### config.mk
export PLATFORM = sky130hd
export DESIGN_NAME = cues_sync_receiver_flat
export DESIGN_NICKNAME = d
export VERILOG_FILES = /design/src/rtl/cues_rx_pkg.sv /design/src/rtl/cues_sync_receiver_if.sv /design/src/rtl/cues_rx_fifo.sv /design/src/rtl/cues_sync_receiver.sv /design/src/flat_wrapper.sv
export SDC_FILE = /design/constraint.sdc
export NUM_CORES = 1
export LEC_CHECK = 0
export ABC_AREA = 0
export BUFFER_PORTS_ARGS = -buffer_cell sky130_fd_sc_hd__buf_4
export CAP_MARGIN = 25
export CORE_ASPECT_RATIO = 1.2
export CORE_UTILIZATION = 43
export CTS_CLUSTER_DIAMETER = 150
export DETAILED_ROUTE_END_ITERATION = 12
export GPL_ROUTABILITY_DRIVEN = 0
export GPL_TIMING_DRIVEN = 0
export PLACE_DENSITY = 0.74
export SETUP_SLACK_MARGIN = 0.4
export SLEW_MARGIN = 0
export SYNTH_ARGS = -nofsm -noshare
export SYNTH_HDL_FRONTEND = slang
export SYNTH_SLANG_ARGS = --single-unit
### constraint.sdc
create_clock -name clk -period 1.9 [get_ports clk]
set_clock_uncertainty 0.15 [all_clocks]
set_input_delay 0.095 -clock clk [delete_from_list [all_inputs] [get_ports clk]]
set_output_delay 0.095 -clock clk [all_outputs]
set_load 0.005 [all_outputs]
### src/rtl/cues_rx_pkg.sv
// cues_rx_pkg: shared types and defaults for the CUES clocked receiver.
// FSM state encoding, drop counter width, default payload/FIFO sizes.
package cues_rx_pkg;

  typedef enum logic {
    IDLE = 1'b0,
    ACK  = 1'b1
  } rx_state_e;

  localparam int DROP_W     = 16;
  localparam int DEF_DATA_W = 8;
  localparam int DEF_DEPTH  = 4;

endpackage

### src/rtl/cues_sync_receiver_if.sv
// cues_sync_receiver_if: upstream SEND/ACK bundle plus the
// downstream valid/ready stream and status of the receiver.
interface cues_sync_receiver_if #(
  parameter int DATA_W = cues_rx_pkg::DEF_DATA_W,
  parameter int DEPTH  = cues_rx_pkg::DEF_DEPTH
);
  localparam int CNT_W = $clog2(DEPTH) + 1;

  logic                           sendin;
  logic                           exbin;
  logic [DATA_W-1:0]              datain;
  logic                           ackout;
  logic                           out_valid;
  logic                           out_ready;
  logic [DATA_W-1:0]              out_data;
  logic [CNT_W-1:0]               count;
  logic [cues_rx_pkg::DROP_W-1:0] drop_cnt;

  modport master (
    output sendin, exbin, datain, out_ready,
    input  ackout, out_valid, out_data,
    input  count, drop_cnt
  );

  modport slave (
    input  sendin, exbin, datain, out_ready,
    output ackout, out_valid, out_data,
    output count, drop_cnt
  );

endinterface

### src/rtl/cues_rx_fifo.sv
// cues_rx_fifo: synchronous power-of-two FIFO with occupancy count.
// Caller must not push when full; pops on empty are ignored.
module cues_rx_fifo #(
  parameter int DATA_W = 8,
  parameter int DEPTH  = 4
) (
  input  logic                     clk,
  input  logic                     reset,
  input  logic                     push,
  input  logic [DATA_W-1:0]        din,
  input  logic                     pop,
  output logic                     valid,
  output logic [DATA_W-1:0]        dout,
  output logic [$clog2(DEPTH):0]   count
);
  localparam int AW = $clog2(DEPTH);

  logic [DATA_W-1:0] mem [DEPTH];
  logic [AW-1:0]     wptr;
  logic [AW-1:0]     rptr;
  logic [AW:0]       cnt;
  logic              do_pop;

  assign valid  = (cnt != '0);
  assign do_pop = pop & valid;
  assign dout   = mem[rptr];
  assign count  = cnt;

  always_ff @(posedge clk) begin
    if (push) mem[wptr] <= din;
  end

  // Pointers wrap naturally because DEPTH is a power of two.
  always_ff @(posedge clk) begin
    if (reset) begin
      wptr <= '0;
      rptr <= '0;
      cnt  <= '0;
    end else begin
      if (push)   wptr <= wptr + 1'b1;
      if (do_pop) rptr <= rptr + 1'b1;
      unique case ({push, do_pop})
        2'b10:   cnt <= cnt + 1'b1;
        2'b01:   cnt <= cnt - 1'b1;
        default: cnt <= cnt;
      endcase
    end
  end

endmodule

### src/rtl/cues_sync_receiver.sv
// cues_sync_receiver: four-phase SEND/ACK sink to valid/ready stream.
// CUES_RX_DROP_CNT_EN compiles in the saturating dropped-token counter.
module cues_sync_receiver
  import cues_rx_pkg::*;
#(
  parameter int DATA_W = DEF_DATA_W,
  parameter int DEPTH  = DEF_DEPTH
) (
  input logic                  clk,
  input logic                  reset,
  cues_sync_receiver_if.slave  bus
);
  localparam int CNT_W = $clog2(DEPTH) + 1;

  logic             send_q1;
  logic             send_s;
  rx_state_e        state_q;
  rx_state_e        state_d;
  logic             take;
  logic             push;
  logic [CNT_W-1:0] count;

  always_ff @(posedge clk) begin
    if (reset) begin
      send_q1 <= 1'b0;
      send_s  <= 1'b0;
    end else begin
      send_q1 <= bus.sendin;
      send_s  <= send_q1;
    end
  end

  always_ff @(posedge clk) begin
    if (reset) state_q <= IDLE;
    else       state_q <= state_d;
  end

  // Full check uses registered count: a same-cycle pop frees nothing.
  always_comb begin
    state_d = state_q;
    take    = 1'b0;
    unique case (state_q)
      IDLE: begin
        if (send_s &&
            (!bus.exbin || count < CNT_W'(DEPTH))) begin
          take    = 1'b1;
          state_d = ACK;
        end
      end
      ACK: begin
        if (!send_s) state_d = IDLE;
      end
    endcase
  end

  assign push       = take & bus.exbin;
  assign bus.ackout = (state_q == ACK);
  assign bus.count  = count;

  cues_rx_fifo #(
    .DATA_W (DATA_W),
    .DEPTH  (DEPTH)
  ) u_fifo (
    .clk   (clk),
    .reset (reset),
    .push  (push),
    .din   (bus.datain),
    .pop   (bus.out_ready),
    .valid (bus.out_valid),
    .dout  (bus.out_data),
    .count (count)
  );

`ifdef CUES_RX_DROP_CNT_EN
  logic              drop;
  logic [DROP_W-1:0] drop_q;

  assign drop = take & ~bus.exbin;

  always_ff @(posedge clk) begin
    if (reset)
      drop_q <= '0;
    else if (drop && drop_q != '1)
      drop_q <= drop_q + 1'b1;
  end

  assign bus.drop_cnt = drop_q;
`else
  assign bus.drop_cnt = '0;
`endif

endmodule

### src/flat_wrapper.sv
// flat-port wrapper written by rule: the top's interface ports become plain ports
module cues_sync_receiver_flat import cues_rx_pkg::*;
#(
  parameter int DATA_W = DEF_DATA_W,
  parameter int DEPTH  = DEF_DEPTH
)
  (clk, reset, bus_sendin, bus_exbin, bus_datain, bus_out_ready, bus_ackout, bus_out_valid, bus_out_data, bus_count, bus_drop_cnt);
  cues_sync_receiver_if #(.DATA_W(DATA_W), .DEPTH(DEPTH)) bus_i ();
  input logic clk;
  input logic reset;
  input wire logic [$bits(bus_i.sendin)-1:0] bus_sendin;
  input wire logic [$bits(bus_i.exbin)-1:0] bus_exbin;
  input wire logic [$bits(bus_i.datain)-1:0] bus_datain;
  input wire logic [$bits(bus_i.out_ready)-1:0] bus_out_ready;
  output wire logic [$bits(bus_i.ackout)-1:0] bus_ackout;
  output wire logic [$bits(bus_i.out_valid)-1:0] bus_out_valid;
  output wire logic [$bits(bus_i.out_data)-1:0] bus_out_data;
  output wire logic [$bits(bus_i.count)-1:0] bus_count;
  output wire logic [$bits(bus_i.drop_cnt)-1:0] bus_drop_cnt;
  assign bus_i.sendin = bus_sendin;
  assign bus_i.exbin = bus_exbin;
  assign bus_i.datain = bus_datain;
  assign bus_i.out_ready = bus_out_ready;
  assign bus_ackout = bus_i.ackout;
  assign bus_out_valid = bus_i.out_valid;
  assign bus_out_data = bus_i.out_data;
  assign bus_count = bus_i.count;
  assign bus_drop_cnt = bus_i.drop_cnt;
  cues_sync_receiver #(.DATA_W(DATA_W), .DEPTH(DEPTH)) u_core (.clk(clk), .reset(reset), .bus(bus_i));
endmodule
# ---- Word level (Yosys, flattened, before mapping)
# Memory sizes are Yosys's and may differ from the RTL's. A register that Yosys moved wholly into a read port is not among the register bits.
# Index checks and enable logic that the tools add are counted.
dict set report word_totals {
  ff_bits 10
  memories 1
  output_inout_bits 29
  mem_bits_rw 32
  word_cells 31
}
dict set report op_classes {
  n_addsub 4
  n_bitwise 3
  n_reduce_logical 5
  order_cmp 1
  eq_ne 2
  muxes 9
}
# name depth word_bits rd rd_ports_with_merged_regs write_ports line
set mem_list {}
lappend mem_list {u_core.u_fifo.mem 4 8 1 1 1 cues_rx_fifo.sv:18} ;# logic [DATA_W-1:0] mem [DEPTH];
# op count
set ops {}
lappend ops {{3-bit case mux with 2 select lines} 1}
lappend ops {{1-bit 2-to-1 mux} 5}
lappend ops {{2-bit by 1-bit adder with 2-bit output (second input constant)} 2}
lappend ops {{2-bit 2-to-1 mux} 2}
lappend ops {{3-bit by 1-bit adder with 3-bit output (second input constant)} 1}
lappend ops {{3-bit < comparator (second input constant)} 1}
lappend ops {{3-bit nonzero test} 1}
lappend ops {{3-bit by 1-bit subtractor with 3-bit output (second input constant)} 1}
lappend ops {{1-bit bitwise AND} 2}
lappend ops {{2-bit by 1-bit equality test with 1-bit output (second input constant)} 1}
lappend ops {{2-bit equality test (second input constant)} 1}
lappend ops {{1-bit case mux with 2 select lines} 1}
lappend ops {{2-bit nonzero test} 1}
lappend ops {{1-bit logical AND} 1}
lappend ops {{1-bit zero test} 1}
lappend ops {{1-bit logical OR} 1}
lappend ops {{1-bit NOT} 1}

# ---- Depth between registers and ports, before layout
dict set report logic_depth {
  depth_word 8
  ltp_mapped 9
  ltp_nobuf 8
}

# ---- By module
# From an unflattened synthesis, not the netlist that was laid out.
dict set report unflattened {
  hier_cells 115
  hier_area_um2 1850.5
}
# mod area_per_inst_um2 instances cells_each
set by_module_without_submodules {}
lappend by_module_without_submodules {cues_rx_fifo 1616.6 1 89}
lappend by_module_without_submodules {cues_sync_receiver 234.0 1 26}

# ---- Worst setup path after synthesis
# No wires, ideal clock.
dict set report synth_path {
  path_type {reg2reg}
  startpoint {reg u_core.u_fifo.cnt[2], in the netlist u_core.u_fifo.count[2]}
  endpoint {reg u_core.u_fifo.cnt[2], in the netlist u_core.u_fifo.count[2]}
  path_slack_ps -283
  synth_period_minus_slack_ps 2183
  path_stages_with_launch 10
  t_arrival_ps 1963
  required_time_ps 1679
  cell_sequence {dfxtp_1 > and4bb_2 > buf_2 > inv_1 > ha_1 > inv_1 > fa_1 > xor2_1 > or3_1 > a21oi_1}
}
dict set report synth_via {
  elab_chain_cells 8
  word_cells_on_any_way 14
  cone_classes {2 x add/sub; 1 x order compare; 2 x eq/ne; 3 x mux; 2 x bitwise; 4 x reduce/logical}
}
# element line
set synth_lines {}
lappend synth_lines {{start, declared} cues_rx_fifo.sv:21} ;# logic [AW:0] cnt;
lappend synth_lines {{start signal, assigned} cues_rx_fifo.sv:43} ;# 2'b10: cnt <= cnt + 1'b1;
lappend synth_lines {{start signal, assigned} cues_rx_fifo.sv:44} ;# 2'b01: cnt <= cnt - 1'b1;
lappend synth_lines {{start signal, assigned} cues_rx_fifo.sv:45} ;# default: cnt <= cnt;
lappend synth_lines {{3-bit < comparator} cues_sync_receiver.sv:45} ;# (!bus.exbin || count < CNT_W'(DEPTH))) begin
lappend synth_lines {{1-bit logical OR} cues_sync_receiver.sv:45}
lappend synth_lines {{1-bit logical AND} cues_sync_receiver.sv:44} ;# if (send_s &&
lappend synth_lines {{1-bit 2-to-1 mux} cues_sync_receiver.sv:44}
lappend synth_lines {{1-bit 2-to-1 mux} cues_sync_receiver.sv:42} ;# unique case (state_q)
lappend synth_lines {{1-bit bitwise AND} cues_sync_receiver.sv:56} ;# assign push = take & bus.exbin;
lappend synth_lines {{2-bit by 1-bit equality test with 1-bit output or 2-bit equality test (tied branches)} cues_rx_fifo.sv:42} ;# unique case ({push, do_pop})
lappend synth_lines {{3-bit case mux with 2 select lines or 2-bit nonzero test (tied branches)} --}
# Parallel ways exist; a longest one is shown, timed or not.
# A chain may end at the register's enable or synchronous reset.

# ---- Final worst setup path
# Ends and elaborated chain as after synthesis.

==> impl_metrics.tcl <==
set metrics [dict create \
    outcome "finished, violations left" \
    violations "negative setup slack" \
    clock-sinks 44 \
    syn2layout_area_growth_pct 38.79 \
    core_um2 4004 \
    io_pins 42 \
    seq_area_frac_synth 0.6580 \
    cp.arrival_ns 2.14 \
    via_count 1062 \
    gr-usage-all-layers 0.1503 \
    multi_input_area_um2 563.0 \
    combPwrFrac 0.138 \
    max_freq_mhz 484.8 \
    power.clock.fraction 0.340 \
    clk_latency_ns 0.29 \
    wl_per_cell_um 13.28 \
    fin_setup_tns_ns -0.2241 \
    dieWidth_um 61.48 \
    drive_gt1_frac 0.4590 \
    place_area_um2 2167 \
    crit_fanout 4 \
    synthCells 116 \
    final_area_um2 2534 \
    whs_ns 0.07304 \
    required_ns 1.97 \
    antenna_found_initial 0 \
    swShare 0.2072 \
    grt.overflow.total 0 \
    ant_nets 0 \
    root_buffer "clkbuf_8" \
    p_seq_frac 0.523 \
    synth-seq-cells 44 \
    start_util 0.4559 \
    hold_viol_final 0 \
    layout_commonest_cell "buf_4" \
    fin_crit_ns 2.063 \
    vias_per_cell 4.481 \
    critPathKind "reg -> reg" \
    ys_warn_count 0 \
    syn_area_per_cell_um2 15.74 \
    intPower_uw 1613 \
    synth.distinct_cells 24 \
    dr.pass1.iters 4 \
    grt_max_degree 14 \
    synth_area_um2 1826 \
    io_buffers 25 \
    drv_slew 0 \
    first_global_vias 1078 \
    peakVddDrop_uv 457.1 \
    grt_pass1_wl_um 4754 \
    final_nets 201 \
    p_leak_uw 0.0009889 \
    diodes 0 \
    dp_hpwl_um 2064 \
    seqCellArea_um2 1207 \
    clk_pin_slew_ns 0.08 \
    cts_max_path_buffers 2 \
    power.switching_uw 421.4 \
    startpoint_type "flip-flop" \
    setup_viol 2 \
    drt-total-wl_um 3147 \
    p_per_area_nw_per_um2 802.9 \
    final_cell_mix "39 x buf_4, 32 x edfxtp_1, 16 x conb_1" \
    die-area_um2 4511 \
    drt_iter0_drc 27 \
    min_path_type "in -> reg" \
    fin_crit_sh 1.086 \
    rsz0062_at_grt "true" \
    cts_made_buffers 5 \
    end_kind "flip-flop" \
    h-tree-depth 2 \
    die_y_um 73.38 \
    cts_tree "built" \
    num_rows 25 \
    drc 0 \
    maxCapViolCount 0 \
    nFillCells 324 \
    fin_ws_ns -0.1626 \
]
==> power groups by stage <==
stage | registers, µW | clock network, µW | logic [µW]
after floorplan | 1080 | 0 | 134
after global placement | 1080 | 0 | 207
after detailed placement | 1080 | 0 | 216
after CTS | 1060 | 700 | 262
after global routing | 1070 | 731 | 304
final | 1060 | 691 | 280
==> final timing paths <==
kind	start	end	cells past startpoint	slack, ns
max reg2reg	u_core.u_fifo.count[2]	u_core.u_fifo.count[2]	9	-0.16
min	bus_out_ready	u_core.u_fifo.rptr[1]	4	0.07
max	u_core.u_fifo.count[2]	u_core.u_fifo.count[2]	9	-0.16
min reg2reg	u_core.send_s	u_core.bus.ackout	2	0.29
==> synthesized netlist by cell type <==
master | n | share of area
conb_1 | 1 | 0.0021
a311oi_1 | 1 | 0.0048
mux2i_1 | 1 | 0.0055
buf_4 | 16 | 0.066
o21ai_0 | 1 | 0.0027
mux4_2 | 8 | 0.099
fa_1 | 1 | 0.011
edfxtp_1 | 32 | 0.53
and2_1 | 4 | 0.014
a21oi_1 | 2 | 0.0055
o311ai_0 | 1 | 0.0048
inv_1 | 8 | 0.016
nor2_1 | 8 | 0.016
dfxtp_1 | 12 | 0.13
or3_2 | 1 | 0.0041
buf_2 | 2 | 0.0055
ha_1 | 5 | 0.034
xnor2_1 | 2 | 0.0096
o31a_2 | 1 | 0.0055
and4bb_2 | 1 | 0.0069
clkbuf_1 | 2 | 0.0041
xor2_1 | 3 | 0.014
nor2b_1 | 2 | 0.0069
or3_1 | 1 | 0.0034
==> layer usage <==
metal  vias to the layer above  share of wire  GRT usage
met3                         6          0.042    0.03345
met2                        33           0.57     0.2736
met4                         0          0.017    0.07407
met1                       514           0.37     0.1569
li1                        509              -          -
met5                         -              0          0
==> worst max-delay path, cell delays in order (launching register included) <==
cell	delay (ns)
dfxtp_4	0.35
and4bb_2	0.23
buf_6	0.13
inv_4	0.05
ha_4	0.12
inv_2	0.04
fa_2	0.33
xor2_1	0.15
or3_1	0.32
a21oi_2	0.13
==> final cells by class <==
type | instances | area share
sequential | 44 | 0.4765
multi-input combinational | 59 | 0.2222
timing repair buffer | 44 | 0.1560
buffer | 20 | 0.06321
clock buffer | 6 | 0.02864
tap | 54 | 0.02667
clock inverter | 2 | 0.01383
inverter | 8 | 0.01284
==> registers in the layout, summed over array words and instances, names as in the netlist, named ones only <==
signal,flops
u_core.u_fifo.count,3
u_core.send_q1,1
u_core.bus.ackout,1
u_core.u_fifo.wptr,2
u_core.u_fifo.mem,32
u_core.send_s,1
u_core.u_fifo.rptr,2
==> logic make-up (layout without fill, tap and decap cells) <==
logic type / count (synthesis) / count (layout) / synth area share
other cells: 1 / 16 / 0.002054
fa+ha+maj: 6 / 6 / 0.04524
buf+inv: 28 / 80 / 0.09185
xor+xnor: 5 / 5 / 0.02399
flops: 44 / 44 / 0.6580
simple gates: 17 / 17 / 0.05141
compound gates: 6 / 6 / 0.02330
mux: 9 / 9 / 0.1042
==> through the flow <==
step	worst slack, ns	instances	utilization	power, µW
6_report	-0.1626	237	0.6328	2034
5_1_grt	-0.2559	237	0.6328	2100
4_1_cts	-0.1427	233	0.6175	2023
3_5_place_dp	-0.1935	210	0.5413	1297
3_3_place_gp	-0.1649	210	0.5413	1285
2_1_floorplan	-0.1111	131	-	1212
==> what timing repair did <==
action,CTS,global route
resized for setup,19,7
endpoints found under the setup margin,44,46
hold endpoints to repair,35,0
pin swaps,4,3
setup buffers,4,4
hold buffers,11,0
(Power assumes the default switching activity.)
